File: src/rtl/gcd_pkg.sv
// gcd_pkg: shared state encoding and default sizing for the GCD scheduler.
package gcd_pkg;
  localparam int W_DEF = 8;
  localparam int MAX_ITER_DEF = 255;
  typedef enum logic [2:0] {IDLE, LOAD, CALC, DONE, ERR} state_t;
endpackage

File: src/rtl/gcd_rr_arb2.sv
// gcd_rr_arb2: two-way round-robin pick with a last-served pointer.
module gcd_rr_arb2 (
  input  logic clk,
  input  logic rst_n,
  input  logic req0,
  input  logic req1,
  input  logic upd,
  input  logic served,
  output logic win
);
  logic ptr;
  assign win = (req0 && req1) ? !ptr : req1;
  always_ff @(posedge clk or negedge rst_n)
    if (!rst_n) ptr <= 1'b1;
    else if (upd) ptr <= served;
endmodule

File: src/rtl/gcd_sched.sv
// gcd_sched: arbitrates two clients onto one subtractive GCD datapath and sequences it.
module gcd_sched
  import gcd_pkg::*;
#(
  parameter int W = W_DEF,
  parameter int MAX_ITER = MAX_ITER_DEF
) (
  input  logic         clk,
  input  logic         rst_n,
  input  logic         req0,
  input  logic         req1,
  input  logic [W-1:0] a0,
  input  logic [W-1:0] b0,
  input  logic [W-1:0] a1,
  input  logic [W-1:0] b1,
  output logic         gnt0,
  output logic         gnt1,
  output logic         done0,
  output logic         done1,
  output logic         err,
  output logic [W-1:0] dp_a,
  output logic [W-1:0] dp_b,
  output logic         asel,
  output logic         bsel,
  output logic         aload,
  output logic         bload,
  output logic         out_en,
  input  logic         gt,
  input  logic         lt,
  input  logic         eq
);
  state_t state;
  logic sel, win, upd, calc, lim, fin;
  logic [7:0] cnt;
  logic [W-1:0] wa, wb;
  assign wa = win ? a1 : a0;
  assign wb = win ? b1 : b0;
  assign upd = fin;
  gcd_rr_arb2 u_arb (
    .clk(clk), .rst_n(rst_n), .req0(req0), .req1(req1),
    .upd(upd), .served(sel), .win(win)
  );
  always_comb begin
    calc = state == CALC;
    fin = state == DONE || state == ERR;
    lim = cnt == 8'(MAX_ITER);
    gnt0 = state != IDLE && !sel;
    gnt1 = state != IDLE && sel;
    dp_a = gnt1 ? a1 : gnt0 ? a0 : '0;
    dp_b = gnt1 ? b1 : gnt0 ? b0 : '0;
    asel = state == LOAD;
    bsel = state == LOAD;
    // eq outranks gt outranks lt; reaching the limit suppresses the subtract
    aload = state == LOAD || (calc && !eq && gt && !lim);
    bload = state == LOAD || (calc && !eq && !gt && lt && !lim);
    out_en = calc && eq;
    done0 = fin && !sel;
    done1 = fin && sel;
    err = state == ERR;
  end
  always_ff @(posedge clk or negedge rst_n)
    if (!rst_n) begin
      state <= IDLE;
      sel <= 1'b0;
      cnt <= '0;
    end else
      case (state)
        IDLE:
          if (req0 || req1) begin
            sel <= win;
            state <= (wa == '0 || wb == '0) ? ERR : LOAD;
          end
        LOAD: begin
          cnt <= '0;
          state <= CALC;
        end
        CALC:
          if (eq) state <= DONE;
          else if (lim || !(gt || lt)) state <= ERR;
          else cnt <= cnt + 8'd1;
        default: state <= IDLE;
      endcase
endmodule

File: config.mk
export PLATFORM = sky130hd
export DESIGN_NAME = gcd_sched
export DESIGN_NICKNAME = d
export VERILOG_FILES = /design/src/rtl/gcd_pkg.sv /design/src/rtl/gcd_rr_arb2.sv /design/src/rtl/gcd_sched.sv
export SDC_FILE = /design/constraint.sdc
export NUM_CORES = 1
export LEC_CHECK = 0
export ABC_AREA = 0
export CORE_AREA = 2 2 58 60
export CTS_CLUSTER_SIZE = 30
export DETAILED_ROUTE_END_ITERATION = 12
export DIE_AREA = 0 0 60 62
export PLACE_DENSITY = 0.75
export SKIP_LAST_GASP = 1
export SYNTH_ARGS = -nofsm -noshare
export SYNTH_HDL_FRONTEND = slang
export SYNTH_SLANG_ARGS = --single-unit
File: constraint.sdc
create_clock -name clk -period 2.7 [get_ports clk]
set_clock_uncertainty 0.2 [all_clocks]
set_input_delay 0.54 -clock clk [delete_from_list [all_inputs] [get_ports clk]]
set_output_delay 0.54 -clock clk [all_outputs]
set_load 0.01 [all_outputs]
==> flow_metrics.tcl <==
set metrics [dict create \
    p_leak_uw 0.000803 \
    rsz0062_at_grt "true" \
    portBuffers 64 \
    die_w_um 60 \
    cts_made_buffers 3 \
    cts_tree "built" \
    synthCells 145 \
    power_uw 1570 \
    grt_use_total 0.180 \
    insertion_delay_ps 280 \
    clockBufferDepth 2 \
    layout_commonest_cell "clkdlybuf4s50_1" \
    grt.overflow.total 0 \
    synth_fa_ha_area_frac 0.0112 \
    synth_compound_gate_area_share 0.158 \
    fmax_mhz 374 \
    die_h_um 62 \
    synth_top_family_by_area "simple AND/OR/NAND/NOR gates" \
    cts_max_level 1 \
    coreArea_um2 3180 \
    slew_headroom 0.624 \
    fillers 298 \
    min_period_ps 2670 \
    dr.pass1.iters 4 \
    drc 0 \
    crit_fanout 7 \
    vdd_drop_max_mv 0.348 \
    tightestPinTransition_ps 562 \
    crit_type "reg -> out" \
    synth_xor_area_frac 0 \
    seq_area_um2 327 \
    postRouteWirelength_um 3330 \
    syn_area_per_cell_um2 7.72 \
    start_util 0.352 \
    clock_sinks 13 \
    ant_nets 0 \
    report.final.slew_viol_count 0 \
    outcome "complete, no violations" \
    endpoint_kind "output pin" \
    final_cell_mix "clkdlybuf4s50_1 (59), nor2_1 (24), mux2i_1 (17), nand2_1 (14), dfrtp_1 (12)" \
    hold_violations 0 \
    setup_ws_ps 27.6 \
    power.density_nw_per_um2 843 \
    routed_via_density 5.19 \
    seq_area_frac_synth 0.292 \
    syn_to_final_growth_pct 66.5 \
    io_pins 65 \
    worstPathArrival_ps 1930 \
    antenna_cells 0 \
    dp_slack_ps -201 \
    place.gp.congestion 0.763 \
    path_clk_slew_ps 80 \
    root_buffer "clkbuf_4" \
    ys.warnings.count 0 \
    setup_viol 0 \
    synthSimpleGateAreaFrac 0.327 \
    rows 21 \
    yosys_register_bits 13 \
    maxCapViolCount 0 \
    synth.mux.area_fraction 0.152 \
    finalNetCount 252 \
    grt_pass1_vias 1322 \
    fin_util 0.586 \
    fin_crit_sh 0.990 \
    multi_input_area_um2 726 \
    grt_max_degree 24 \
    hold_class "reg -> reg" \
    wl_per_cell_um 12.9 \
    fin_hold_ws_ps 306 \
    die-area_um2 3720 \
    first_iter_violations 28 \
    synth_fp_nets 185 \
    ys_types 35 \
    synth_area_um2 1120 \
    route.vias.total 1333 \
    grt_pass1_wl_um 5290 \
    worst_setup_path_start_kind "flip-flop" \
    antenna_found_initial 0 \
    layout-drive-gt1-share 0.0806 \
    required_ps 1960 \
    dpl.hpwl_um 2720 \
    final.setup.tns_ps 0 \
]
==> area by class of cell <==
type | instances | share of cell area
Sequential cell | 13 | 0.175
Inverter | 6 | 0.0121
Multi-Input combinational cell | 116 | 0.389
Clock buffer | 4 | 0.0141
Tap cell | 46 | 0.0309
Timing Repair Buffer | 72 | 0.379
==> layer usage <==
metal	up-vias	GRT usage	wire, um
li1	660	-	-
met1	618	0.211	1410
met2	55	0.331	1640
met3	0	0.0476	285
met4	0	0.0349	0
met5	-	0	0
==> per-stage QoR <==
| step | instance area [um2] | cells |
|---|---|---|
| after floorplan | 1120 | 145 |
| after global placement | 1830 | 252 |
| after detailed placement | 1830 | 252 |
| after CTS | 1860 | 257 |
| after global routing | 1860 | 257 |
| final | 1860 | 257 |
==> cells by family after synthesis <==
logic type               after synthesis
multiplexers                          17
flip-flops                            13
buffers and inverters                 16
adder cells (fa/ha/maj)                1
AO/OA/AOI/OAI                         27
AND/OR/NAND/NOR                       71
==> where the power goes <==
part           switching (uW)  total, uW  internal [uW]
Clock                    61.9        119           57.2
Combinational             562       1170            609
Sequential               34.8        281            246
Total                     658       1570            912
==> sequential cells by signal, summed over array words and instances, names as in the netlist <==
signal and count:
state 3, u_arb.ptr 1, cnt 8, sel 1
==> worst max-delay path, stage by stage (launching register included) <==
cell and delay, ps:
dfrtp_1 400, or3b_2 570, inv_2 140, clkdlybuf4s50_1 550
==> final timing paths <==
kind	start	end	slack [ps]	cells past startpoint
max reg2reg	state[2]$_DFFE_PN0P_	cnt[2]$_DFFE_PN0P_	610	7
min	u_arb.ptr$_DFFE_PN1P_	u_arb.ptr$_DFFE_PN1P_	310	2
min in group asynchronous	rst_n	cnt[3]$_DFFE_PN0P_	420	1
min reg2reg	u_arb.ptr$_DFFE_PN1P_	u_arb.ptr$_DFFE_PN1P_	310	2
max in group asynchronous	rst_n	u_arb.ptr$_DFFE_PN1P_	1500	1
max	state[2]$_DFFE_PN0P_	asel	30	3
==> what timing repair did <==
| action | CTS | global route |
|---|---|---|
| hold buffers | 0 | 0 |
| cloned | 0 | 0 |
| setup buffers | 1 | 0 |
| resized for setup | 3 | 4 |
| setup endpoints to repair | 5 | 7 |
==> cells in the mapped netlist <==
master     n  area share
nand3_1    8       0.036
buf_2      3       0.013
mux2i_1   17        0.15
nor4b_4    1       0.021
o221ai_2   1       0.013
inv_1      6       0.020
a211o_1    1      0.0078
nand3b_1   2       0.013
nand2_1   14       0.047
nor2b_1    1      0.0056
a22o_1     1      0.0078
nand2b_1   1      0.0056
clkbuf_1   6       0.020
a21boi_0   1      0.0067
dfstp_2    1       0.023
a31oi_1    2       0.011
or3_1      3       0.017
o21ai_0    9       0.040
or3b_2     1      0.0078
and2_1     2       0.011
nand4_1    2       0.011
a22oi_1    1      0.0067
nor2_1    24       0.080
o211ai_1   1      0.0067
nor4_1     8       0.045
buf_4      1      0.0067
ha_1       1       0.011
a21o_1     1      0.0067
nor3_2     1      0.0089
dfrtp_1   12        0.27
nor3_1     1      0.0045
or4_1      2       0.013
a21oi_1    5       0.022
o41ai_1    1      0.0078
o31ai_1    3       0.020
Note: power is estimated with default switching activity, not from simulation.
